--- src/rtl/db_param_pkg.sv ---
// Shared constants and type definitions for the deblocking beta arbiter.
package db_param_pkg;

    localparam int QP_W   = 6;
    localparam int BETA_W = 7;
    localparam int OFF_W  = 4;
    localparam int QP_MAX = 51;

    typedef enum logic [1:0] {
        ST_IDLE = 2'd0,
        ST_CALC = 2'd1,
        ST_OUT  = 2'd2
    } state_e;

    typedef enum logic {
        SRC_VER = 1'b0,
        SRC_HOR = 1'b1
    } src_e;

endpackage

--- src/rtl/db_lut_beta.sv ---
// Combinational beta table: maps a clipped Q index (0..51) to beta.
module db_lut_beta
    import db_param_pkg::*;
(
    input  logic [QP_W-1:0]   qp_i,
    output logic [BETA_W-1:0] beta_o
);

    // Table lookup; Q below 16 and out-of-range indices give zero.
    always_comb begin
        beta_o = '0;
        case (qp_i)
            6'd16: beta_o = 7'd6;   6'd17: beta_o = 7'd7;   6'd18: beta_o = 7'd8;
            6'd19: beta_o = 7'd9;   6'd20: beta_o = 7'd10;  6'd21: beta_o = 7'd11;
            6'd22: beta_o = 7'd12;  6'd23: beta_o = 7'd13;  6'd24: beta_o = 7'd14;
            6'd25: beta_o = 7'd15;  6'd26: beta_o = 7'd16;  6'd27: beta_o = 7'd17;
            6'd28: beta_o = 7'd18;  6'd29: beta_o = 7'd20;  6'd30: beta_o = 7'd22;
            6'd31: beta_o = 7'd24;  6'd32: beta_o = 7'd26;  6'd33: beta_o = 7'd28;
            6'd34: beta_o = 7'd30;  6'd35: beta_o = 7'd32;  6'd36: beta_o = 7'd34;
            6'd37: beta_o = 7'd36;  6'd38: beta_o = 7'd38;  6'd39: beta_o = 7'd40;
            6'd40: beta_o = 7'd42;  6'd41: beta_o = 7'd44;  6'd42: beta_o = 7'd46;
            6'd43: beta_o = 7'd48;  6'd44: beta_o = 7'd50;  6'd45: beta_o = 7'd52;
            6'd46: beta_o = 7'd54;  6'd47: beta_o = 7'd56;  6'd48: beta_o = 7'd58;
            6'd49: beta_o = 7'd60;  6'd50: beta_o = 7'd62;  6'd51: beta_o = 7'd64;
            default: beta_o = '0;
        endcase
    end

endmodule

--- src/rtl/db_beta_arb.sv ---
// Two-requester beta lookup arbiter: grants a vertical or horizontal edge,
// computes the clipped Q index from the captured QPs and offset, and
// presents the looked-up beta with a valid/ready handshake.
//
//   state   | meaning
//   --------+-----------------------------------------------------------
//   ST_IDLE | no result pending; a request is granted and captured here
//   ST_CALC | captured operands -> clipped Q -> beta register (one cycle)
//   ST_OUT  | result valid; held until ready, may grant the next request
module db_beta_arb
    import db_param_pkg::*;
(
    input  logic              clk,
    input  logic              rst_n,
    input  logic [OFF_W-1:0]  beta_offset_div2_i,
    input  logic              ver_req_i,
    input  logic              hor_req_i,
    input  logic [QP_W-1:0]   ver_qp_p_i,
    input  logic [QP_W-1:0]   ver_qp_q_i,
    input  logic [QP_W-1:0]   hor_qp_p_i,
    input  logic [QP_W-1:0]   hor_qp_q_i,
    output logic              ver_ack_o,
    output logic              hor_ack_o,
    output logic              beta_valid_o,
    input  logic              beta_ready_i,
    output logic [BETA_W-1:0] beta_o,
    output logic [QP_W-1:0]   qp_o,
    output logic              src_o
);

    state_e             state_q;
    src_e               last_grant_q;
    src_e               cap_src_q;
    logic               started_q;
    logic [QP_W-1:0]    cap_p_q;
    logic [QP_W-1:0]    cap_q_q;
    logic [OFF_W-1:0]   cap_off_q;
    logic [BETA_W-1:0]  beta_q;
    logic [QP_W-1:0]    qp_out_q;
    logic               src_out_q;
    logic               valid_q;

    logic               can_grant;
    logic               grant_ver;
    logic               grant_hor;
    logic               ver_ack;
    logic               hor_ack;
    logic               any_ack;

    logic [QP_W:0]      qp_sum;
    logic [QP_W-1:0]    qp_avg;
    logic [7:0]         q_raw;
    logic [QP_W-1:0]    q_clip;
    logic [BETA_W-1:0]  lut_beta;

    // Grant decision; the ack is combinational so operands are captured in
    // the same cycle the requester sees it. started_q keeps the first cycle
    // after reset release free of acks.
    always_comb begin
        can_grant = started_q &&
                    ((state_q == ST_IDLE) || ((state_q == ST_OUT) && beta_ready_i));
        grant_hor = hor_req_i && (!ver_req_i || (last_grant_q == SRC_VER));
        grant_ver = ver_req_i && !grant_hor;
        ver_ack   = can_grant && grant_ver;
        hor_ack   = can_grant && grant_hor;
        any_ack   = ver_ack || hor_ack;
    end

    // Rounded QP average plus doubled signed offset, saturated to 0..QP_MAX.
    always_comb begin
        qp_sum = {1'b0, cap_p_q} + {1'b0, cap_q_q} + 7'd1;
        qp_avg = qp_sum[QP_W:1];
        q_raw  = {2'b00, qp_avg} + {{3{cap_off_q[OFF_W-1]}}, cap_off_q, 1'b0};
        if (q_raw[7]) begin
            q_clip = '0;
        end else if (q_raw[6:0] > 7'(QP_MAX)) begin
            q_clip = QP_W'(QP_MAX);
        end else begin
            q_clip = q_raw[QP_W-1:0];
        end
    end

    db_lut_beta u_lut_beta (
        .qp_i   (q_clip),
        .beta_o (lut_beta)
    );

    // Arbiter FSM with operand capture and registered result outputs.
    always_ff @(posedge clk or negedge rst_n) begin
        if (!rst_n) begin
            state_q      <= ST_IDLE;
            last_grant_q <= SRC_HOR;
            cap_src_q    <= SRC_VER;
            started_q    <= 1'b0;
            cap_p_q      <= '0;
            cap_q_q      <= '0;
            cap_off_q    <= '0;
            beta_q       <= '0;
            qp_out_q     <= '0;
            src_out_q    <= 1'b0;
            valid_q      <= 1'b0;
        end else begin
            started_q <= 1'b1;
            if (any_ack) begin
                cap_p_q      <= hor_ack ? hor_qp_p_i : ver_qp_p_i;
                cap_q_q      <= hor_ack ? hor_qp_q_i : ver_qp_q_i;
                cap_off_q    <= beta_offset_div2_i;
                cap_src_q    <= hor_ack ? SRC_HOR : SRC_VER;
                last_grant_q <= hor_ack ? SRC_HOR : SRC_VER;
            end
            case (state_q)
                ST_IDLE: begin
                    if (any_ack) begin
                        state_q <= ST_CALC;
                    end
                end
                ST_CALC: begin
                    beta_q    <= lut_beta;
                    qp_out_q  <= q_clip;
                    src_out_q <= cap_src_q;
                    valid_q   <= 1'b1;
                    state_q   <= ST_OUT;
                end
                ST_OUT: begin
                    if (beta_ready_i) begin
                        valid_q <= 1'b0;
                        state_q <= any_ack ? ST_CALC : ST_IDLE;
                    end
                end
                default: begin
                    valid_q <= 1'b0;
                    state_q <= ST_IDLE;
                end
            endcase
        end
    end

    assign ver_ack_o    = ver_ack;
    assign hor_ack_o    = hor_ack;
    assign beta_valid_o = valid_q;
    assign beta_o       = beta_q;
    assign qp_o         = qp_out_q;
    assign src_o        = src_out_q;

endmodule

--- config.mk ---
export PLATFORM = sky130hd
export DESIGN_NAME = db_beta_arb
export DESIGN_NICKNAME = d
export VERILOG_FILES = /design/src/rtl/db_param_pkg.sv /design/src/rtl/db_lut_beta.sv /design/src/rtl/db_beta_arb.sv
export SDC_FILE = /design/constraint.sdc
export NUM_CORES = 1
export LEC_CHECK = 0
export ABC_AREA = 1
export BUFFER_PORTS_ARGS = -buffer_cell sky130_fd_sc_hd__buf_2
export CORE_ASPECT_RATIO = 1.5
export CORE_MARGIN = 2
export CORE_UTILIZATION = 35
export DETAILED_ROUTE_END_ITERATION = 10
export PLACE_DENSITY = 0.55
export SLEW_MARGIN = 20
export SYNTH_ARGS = -nofsm -noshare
export SYNTH_HDL_FRONTEND = slang
export SYNTH_SLANG_ARGS = --single-unit
--- constraint.sdc ---
create_clock -name clk -period 7.95 [get_ports clk]
set_input_delay 0.3975 -clock clk [delete_from_list [all_inputs] [get_ports clk]]
set_output_delay 0.3975 -clock clk [all_outputs]
set_load 0.01 [all_outputs]
==> flow_summary.toml, run 1 <==
[floorplanning]
ios = 50
fp.coreArea_sq_um = 6810
die_x_microns = 72.2
die_h_microns = 106
die_area_sq_um = 7670
start_util = 0.358
row_count = 37

[finish]
syn_to_final_growth_pct = 16.7
mostFrequentLayoutCell = "nand2_1"
nets = 404
fin_util = 0.418
diodes = 0
layout_common_cells = "74 x nand2_1, 49 x buf_2, 36 x inv_1"
layout-drive-gt1-share = 0.289

[setup_path]
cp_max_fo = 8
arrival_ns = 3.72
cp-start-kind = "register"
r2r_end = "beta_o[3]$_DFFE_PN0P_"
reg2reg_depth = 25
end_kind = "register"
r2r_start = "cap_p_q[3]$_DFFE_PN0P_"
criticalPathCategory = "register to register"
ff2ff_setup_slack_ns = 4.40
crit_required_ns = 8.12

[timing]
hold_violations = 0
fin_setup_tns_ns = 0
slew-limit-headroom = 0.399
rsz0062_at_grt = "false"
fin_skew_ns = 0.00909
worst_pin_slew_ns = 0.899
fmax_ghz = 0.282
period_needed_ns = 3.55
final-max-slew-violation-count = 0
setup_viol = 0
post-route-period-util = 0.446

[place]
post-dp-hpwl_microns = 3830
portBuffers = 49
gp_congestion = 0.842

[route]
wire_per_inst_microns = 11.1
drt.antenna.violating_nets = 0
drtPass1Iterations = 4
drt_iter0_markers = 83
vias_per_cell = 4.72
wl_microns = 4810
dr_total_vias = 2047
remaining_drc_errors = 0

[yosys]
synth-seq-area-share = 0.370
synth_fp_nets = 354
ys_types = 36
yosys_warnings = 0
syn_area_sq_um = 2440
ys_ff_latch = 36
synth_cells = 305
avgSynthCellArea_sq_um = 8.00

[global_route]
grt.total_usage = 0.141
antenna_found_initial = 0
grt_overflow = 0
grt_pass1_wl_microns = 8780
grt_max_degree = 37
grt_pass1_vias = 2088

[clocking]
clock_sinks = 36
cts_setup_buffers = 0
cts_resized = 0
numCtsBuffers = 5
insertion_delay_ns = 0.29
cts_tree = "yes"
cts_hold_buffers = 0
path_clk_slew_ns = 0.08
htreeDepth = 2
cts_root_buffer = "clkbuf_8"
clockBufferDepth = 2

[status]
outcome = "finished clean"

[flow_run]
max_cap_viol_count = 0

[min_path]
hold_path_class = "input pin to async pin"
[routing by layer]
| layer | GRT usage | up-vias | routed length (microns) |
|---|---|---|---|
| met5 | 0 | - | 0 |
| met2 | 0.256 | 47 | 2470 |
| met1 | 0.159 | 909 | 2040 |
| met3 | 0.0265 | 8 | 189 |
| li1 | - | 1083 | - |
| met4 | 0.0539 | 0 | 114 |
[area by class of cell]
type	instances	area, sq um
Clock buffer	7	86.3
Clock inverter	1	7.51
Fill cell	705	3960
Inverter	42	160
Multi-Input combinational cell	219	1330
Sequential cell	36	902
Tap cell	78	97.6
Timing Repair Buffer	51	260
[critical path, cell delays in order, from the launching register on]
cell	delay (ns)
dfrtp_1	0.39
ha_1	0.35
a21oi_1	0.14
inv_1	0.05
a31oi_1	0.24
nor2_1	0.07
nor2_1	0.09
nor2_1	0.04
nor2_1	0.12
inv_1	0.06
ha_1	0.35
a21oi_1	0.21
nand2_1	0.07
nand2_1	0.07
nand2_2	0.08
inv_4	0.14
nand3_1	0.08
nand2_1	0.08
inv_1	0.08
ha_1	0.20
inv_1	0.14
nand4_1	0.11
nand2_1	0.07
nand2_1	0.05
nand2_1	0.08
nand3_2	0.06
[cell families after synthesis]
logic type	share of synthesized area
AO/OA/AOI/OAI	0.0965
flip-flops	0.370
AND/OR/NAND/NOR	0.325
other	0.00154
multiplexers	0.0139
adder cells (fa/ha/maj)	0.0883
buffers and inverters	0.0836
XOR/XNOR	0.0210
[per-stage QoR]
stage | cell area [sq um] | setup WS, ns | std cells | hold WS, ns
final | 2850 | 4.40 | 434 | 0.183
after global routing | 2850 | 3.99 | 434 | 0.267
after CTS | 2850 | 4.34 | 434 | 0.222
after detailed placement | 2750 | 4.37 | 426 | 0.461
after global placement | 2750 | 4.41 | 426 | 0.459
after floorplan | 2440 | 4.77 | 305 | 0.102
[worst max path at each step]
stage / slack, ns / to / from / cells past startpoint
global placement: 4.41 / beta_o[3]$_DFFE_PN0P_ / cap_q_q[0]$_DFFE_PN0P_ / 25
CTS: 4.34 / beta_o[3]$_DFFE_PN0P_ / cap_p_q[3]$_DFFE_PN0P_ / 26
detailed placement: 4.37 / beta_o[3]$_DFFE_PN0P_ / cap_q_q[0]$_DFFE_PN0P_ / 26
floorplan: 4.77 / beta_o[3]$_DFFE_PN0P_ / cap_p_q[3]$_DFFE_PN0P_ / 25
global route: 3.99 / beta_o[3]$_DFFE_PN0P_ / cap_p_q[3]$_DFFE_PN0P_ / 25
finish: 4.40 / beta_o[3]$_DFFE_PN0P_ / cap_p_q[3]$_DFFE_PN0P_ / 25
[registers in the layout, summed over array words and instances (netlist names)]
signal,cells
cap_q_q,6
beta_o,7
started_q,1
state_q,2
cap_off_q,4
src_o,1
cap_src_q,1
last_grant_q,1
beta_valid_o,1
qp_o,6
cap_p_q,6
[cells in the mapped netlist, drive strengths merged]
cell type	number	area share
nand2	88	0.16
inv	42	0.066
dfrtp	35	0.36
nor2	35	0.064
nand3	23	0.074
a31oi	14	0.036
ha	14	0.072
o21ai	14	0.029
a21oi	10	0.024
nand4	8	0.029
buf	4	0.012
clkbuf	4	0.0062
mux2	3	0.014
xnor2	3	0.014
fa	2	0.016
xor2	2	0.0072
a22oi	1	0.0031
conb	1	0.0015
dfstp	1	0.011
o31ai	1	0.0051
Power of run 1 is left out: the tool's default activity adds up to more than one toggle a clock period on the data nets, which glitch-free logic cannot reach.
==> run 2, diff against run 1 <==
--- a/config.mk
+++ b/config.mk
@@ -5,13 +5,13 @@
 export SDC_FILE = /design/constraint.sdc
 export NUM_CORES = 1
 export LEC_CHECK = 0
-export ABC_AREA = 1
+export ABC_AREA = 0
 export BUFFER_PORTS_ARGS = -buffer_cell sky130_fd_sc_hd__buf_2
 export CORE_ASPECT_RATIO = 1.5
 export CORE_MARGIN = 2
 export CORE_UTILIZATION = 35
 export DETAILED_ROUTE_END_ITERATION = 10
-export PLACE_DENSITY = 0.55
+export PLACE_DENSITY = 0.56
 export SLEW_MARGIN = 20
 export SYNTH_ARGS = -nofsm -noshare
 export SYNTH_HDL_FRONTEND = slang
==> constraint.sdc (replaced) <==
create_clock -name clk -period 3.3 [get_ports clk]
set_input_delay 0.165 -clock clk [delete_from_list [all_inputs] [get_ports clk]]
set_output_delay 0.165 -clock clk [all_outputs]
set_load 0.01 [all_outputs]
==> run 2 against run 1 <==
The run now ends with setup timing left; count of clock-buffer cells in the layout stayed put; sequential cell count did not move; global-route usage rose by 2.0 points; final area rose by 18%; critical path depth down 6; clock skew up 0.0010 ns; sequential share of layout area shrank 4.8 points; non-clock buffer count grew 52; core utilization grew 11 points; synthesized cell count down 21%; setup slack got worse by 4.7 ns.
==> flow_summary.toml, run 2 <==
[yosys]
synth.area.mux_share = 0.0907
synth_top_family_by_area = "compound AO/OA/AOI/OAI gates"
avgSynthCellArea_sq_um = 9.44
synth_fp_nets = 290
yosys_warnings = 0
synthXorXnorAreaFrac = 0.0341
synth_compound_area_frac = 0.181
synth-seq-area-share = 0.396
synth_edf_count = 0
ys_ff_latch = 36
synth_most_common_cell = "dfrtp_1"
synthTopCellsByCount = "35 x dfrtp_1, 30 x nand2_1, 27 x a21oi_1"
ys.flop_type = "dfrtp_1"
synthArstFlopShare = 1.00
synthTopCellsByArea = "dfrtp_1 38%, ha_1 7.7%, mux2i_1 6.6%"
synth_cells = 241
yosys.area_share.simple = 0.173
synth_top_area_frac = 0.385
synthAdderAreaFrac = 0.0946
syn_area_sq_um = 2280
yosys.area.top_type = "dfrtp_1"
ys_types = 48

[timing]
rsz0062_at_grt = "true"
period_needed_ns = 3.63
final-max-slew-violation-count = 0
slew-limit-headroom = 0.463
post-route-period-util = 1.10
fin_setup_tns_ns = -1.54
setup_viol = 8
worst_pin_slew_ns = 0.805
timing.final.ws_setup_ns = -0.328
fmax_ghz = 0.276
hold_violations = 0
fin_skew_ns = 0.0101

[min_path]
hold_path_class = "input pin to register"

[floorplanning]
start_util = 0.356
fp.coreArea_sq_um = 6400
die_x_microns = 69.8
row_count = 36
die_h_microns = 103
ios = 50
die_area_sq_um = 7180

[flow_run]
max_cap_viol_count = 0

[place]
gp_congestion = 0.833
post-dp-hpwl_microns = 4140
pre_cts_slack_ns = -0.374
portBuffers = 49

[clocking]
cts_root_buffer = "clkbuf_8"
path_clk_slew_ns = 0.08
numCtsBuffers = 5
htreeDepth = 2
insertion_delay_ns = 0.30
cts_tree = "yes"
clockBufferDepth = 2
clock_sinks = 36

[finish]
layout-drive-gt1-share = 0.456
largest_reg_flops = 7
diodes = 0
syn_to_final_growth_pct = 47.6
mostFrequentLayoutCell = "buf_2"
nets = 392
fin_util = 0.525
n_fill_cell = 601
layout_common_cells = "49 x buf_2, 46 x buf_4, 35 x dfrtp_1"

[global_route]
grt.total_usage = 0.161
grt_max_degree = 37
grt_pass1_wl_microns = 9260
antenna_found_initial = 0
grt_pass1_vias = 2110
grt_overflow = 0

[route]
drt.antenna.violating_nets = 0
vias_per_cell = 4.95
drtPass1Iterations = 4
drt_iter0_markers = 37
dr_total_vias = 2078
wire_per_inst_microns = 12.7
wl_microns = 5320
remaining_drc_errors = 0

[setup_path]
arrival_ns = 3.81
criticalPathCategory = "register to register"
cp-start-kind = "register"
crit_required_ns = 3.48
cp_max_fo = 4
end_kind = "register"

[status]
outcome = "complete, but fails checks"
violations = "setup timing"
-- run 2: what timing repair did --
item / CTS / global route
gates cloned: 0 / 0
pin swaps: 14 / 13
gates resized for setup: 22 / 19
hold buffers: 1 / 0
endpoints found under the hold margin: 18 / 0
buffers inserted: 6 / 5
setup endpoints to repair: 8 / 13
-- run 2: per-layer routing --
| metal | wire (microns) | part of all wire | track usage |
|---|---|---|---|
| met3 | 214 | 0.040 | 0.0274 |
| met1 | 2010 | 0.38 | 0.166 |
| met4 | 167 | 0.031 | 0.0754 |
| met2 | 2920 | 0.55 | 0.315 |
| met5 | 0 | 0 | 0 |
-- run 2: final timing paths --
kind / startpoint / end / slack (ns) / depth (start not counted)
worst max-delay path: cap_p_q[1]$_DFFE_PN0P_ / beta_o[2]$_DFFE_PN0P_ / -0.33 / 19
worst min-delay path: beta_offset_div2_i[3] / cap_off_q[3]$_DFFE_PN0P_ / 0.1 / 2
worst max register to register: cap_p_q[1]$_DFFE_PN0P_ / beta_o[2]$_DFFE_PN0P_ / -0.33 / 19
worst min register to register: last_grant_q$_DFFE_PN1P_ / last_grant_q$_DFFE_PN1P_ / 0.47 / 2
max in group asynchronous: rst_n / cap_p_q[1]$_DFFE_PN0P_ / 2.29 / 2
min in group asynchronous: rst_n / beta_o[5]$_DFFE_PN0P_ / 0.48 / 2
-- run 2: cell type report --
type                       count  area [sq um]  share of cell area
multi-input combinational    188          1560               0.466
sequential                    36           902               0.269
timing repair buffer         103           679               0.202
tap                           76          95.1              0.0283
clock buffer                   7          76.3              0.0227
inverter                       9          33.8              0.0101
clock inverter                 1          8.76             0.00261
-- run 2: kinds of logic after synthesis --
family,after synthesis
flip-flops,36
other,1
multiplexers,20
adder cells (fa/ha/maj),16
AND/OR/NAND/NOR,82
AO/OA/AOI/OAI,61
buffers and inverters,17
XOR/XNOR,8
-- run 2: critical path: stages, from the launching register on --
cell      delay [ns]
dfrtp_1         0.41
ha_1            0.30
nor2b_4         0.13
o21ai_2         0.09
nand2b_1        0.09
a21o_1          0.17
a21oi_2         0.12
xnor2_1         0.14
ha_2            0.32
or2_4           0.29
and3_4          0.19
nor4_4          0.21
a21oi_4         0.13
inv_2           0.07
o21ai_2         0.06
buf_4           0.13
ha_2            0.30
mux2i_1         0.07
a221oi_2        0.23
nor2_1          0.06
-- run 2: through the flow --
stage / instance area [sq um] / hold WS, ns / instances
2_1_floorplan: 2350 / -0.131 / 241
3_3_place_gp: 2980 / 0.319 / 401
3_5_place_dp: 2980 / 0.316 / 401
4_1_cts: 3230 / 0.0851 / 416
5_1_grt: 3360 / 0.0885 / 420
6_report: 3360 / 0.0975 / 420
Power of run 2 is left out for the same reason.
==> run 3, diff against run 2 <==
--- a/config.mk
+++ b/config.mk
@@ -5,13 +5,13 @@
 export SDC_FILE = /design/constraint.sdc
 export NUM_CORES = 1
 export LEC_CHECK = 0
-export ABC_AREA = 0
+export ABC_AREA = 1
 export BUFFER_PORTS_ARGS = -buffer_cell sky130_fd_sc_hd__buf_2
 export CORE_ASPECT_RATIO = 1.5
 export CORE_MARGIN = 2
 export CORE_UTILIZATION = 35
 export DETAILED_ROUTE_END_ITERATION = 10
-export PLACE_DENSITY = 0.56
+export PLACE_DENSITY = 0.55
 export SLEW_MARGIN = 20
 export SYNTH_ARGS = -nofsm -noshare
 export SYNTH_HDL_FRONTEND = slang
==> run 3 against run 2 <==
Die area increased by 6.8%; clock skew decreased by 0.00069 ns; highest routed layer unchanged; the flow finishes with violations (hold timing); final area decreased by 0.45%.
==> flow_summary.toml, run 3 (synthesized netlist as in run 1, its figures left out) <==
[finish]
n_fill_cell = 662
layout-drive-gt1-share = 0.436
mostFrequentLayoutCell = "nand2_1"
nets = 438
stdcell_area_sq_um = 3340
instances_no_fill = 468
fin_util = 0.491
syn_to_final_growth_pct = 37.1
diodes = 0
layout_common_cells = "67 x nand2_1, 49 x buf_2, 35 x dfrtp_1"
largest_reg_flops = 7

[place]
gp_congestion = 0.870
portBuffers = 49
placed_cells = 450
post-dp-hpwl_microns = 4310
placed_area_sq_um = 2930

[flow_run]
max_cap_viol_count = 0

[global_route]
grt_pass1_vias = 2138
grt.total_usage = 0.150
antenna_found_initial = 0
grt_overflow = 0
grt_pass1_wl_microns = 9100
grt_max_degree = 37

[status]
violations = "hold timing"
outcome = "complete, but fails checks"

[timing]
rsz0062_at_grt = "true"
fin_skew_ns = 0.00940
final-max-slew-violation-count = 0
hold-worst-slack_ns = -0.0442
fmax_ghz = 0.321
hold_violations = 35
slew-limit-headroom = 0.470
post-route-period-util = 0.944
period_needed_ns = 3.12
setup_viol = 0
worst_pin_slew_ns = 0.795

[setup_path]
cp-start-kind = "register"
end_kind = "register"
criticalPathCategory = "register to register"
cp_max_fo = 5
crit_required_ns = 3.47
arrival_ns = 3.28

[clocking]
cts_tree = "yes"
htreeDepth = 2
cts_hold_buffers = 0
clock_sinks = 36
cts_root_buffer = "clkbuf_8"
path_clk_slew_ns = 0.08
insertion_delay_ns = 0.29
clockBufferDepth = 2
numCtsBuffers = 5

[route]
dr_total_vias = 2233
vias_per_cell = 4.77
remaining_drc_errors = 0
drtPass1Iterations = 4
wl_microns = 5710
wire_per_inst_microns = 12.2
drt_iter0_markers = 117
drt.antenna.violating_nets = 0

[floorplanning]
row_count = 37
start_util = 0.358
die_area_sq_um = 7670
die_h_microns = 106
die_x_microns = 72.2
fp.coreArea_sq_um = 6810
ios = 50

[min_path]
hold_path_class = "input pin to async pin"
-- run 3: changes by cell type in the layout (fill, tap and decap cells not counted), sizes merged, moves of 3 or more --
cell    change
xor2        -3
nor2b       -4
a21oi      -18
nand4       +8
nand3      +14
nand2      +58
nand2b      -5
o21ai       +3
nor2       +14
inv        +33
buf        -17
mux2i      -15
a31oi       +9
-- run 3: layout make-up --
class	count	area [sq um]	area share
clock inverter	1	8.76	0.00262
clock buffer	7	76.3	0.0228
tap	78	97.6	0.0292
sequential	36	902	0.270
timing repair buffer	85	543	0.162
inverter	42	168	0.0501
multi-input combinational	219	1550	0.463
-- run 3: final timing paths --
path | slack (ns) | to | from | depth (start not counted)
setup / recovery | 0.18 | beta_o[3]$_DFFE_PN0P_ | cap_q_q[2]$_DFFE_PN0P_ | 25
hold / removal | -0.04 | beta_o[5]$_DFFE_PN0P_ | rst_n | 1
setup reg to reg | 0.18 | beta_o[3]$_DFFE_PN0P_ | cap_q_q[2]$_DFFE_PN0P_ | 25
hold reg to reg | 0.47 | last_grant_q$_DFFE_PN1P_ | last_grant_q$_DFFE_PN1P_ | 2
max in group asynchronous | 2.84 | cap_off_q[1]$_DFFE_PN0P_ | rst_n | 1
min in group clk | 0.09 | cap_off_q[3]$_DFFE_PN0P_ | beta_offset_div2_i[3] | 3
-- run 3: worst max-delay path, cell delays in order, from the launching register on --
cell     delay (ns)
dfrtp_1        0.42
ha_4           0.31
nand2_1        0.06
o21ai_2        0.17
a21oi_2        0.08
nor2_1         0.09
nor2_1         0.05
xor2_1         0.13
ha_1           0.36
nand2_1        0.09
nand2_2        0.08
inv_2          0.04
nand2_1        0.06
nand2_1        0.05
nand2_1        0.09
nand3_4        0.10
nand3_4        0.12
nand2_4        0.08
inv_4          0.08
buf_6          0.10
ha_4           0.15
inv_4          0.04
nand3_4        0.05
nand2_1        0.05
nand2_1        0.06
nand3_2        0.05
-- run 3: per-layer routing --
metal / vias to the layer above / track usage / part of all wire
met5: - / 0 / 0
met4: 0 / 0.0876 / 0.046
met3: 19 / 0.0265 / 0.040
met2: 70 / 0.271 / 0.54
met1: 995 / 0.158 / 0.37
li1: 1149 / - / -
-- run 3: per-stage QoR --
stage               worst slack (ns)  setup TNS, ns
floorplan                      0.117              0
global placement             -0.0353        -0.0956
detailed placement           -0.0866         -0.249
CTS                         0.000932              0
global route                 -0.0900         -0.334
finish                         0.185              0
-- run 3: repair_timing --
item | CTS | global route
setup buffers | 0 | 10
pin swaps | 1 | 24
hold endpoints to repair | 0 | 0
endpoints found under the setup margin | 5 | 8
resized for setup | 3 | 51
Power of run 3 is left out for the same reason.
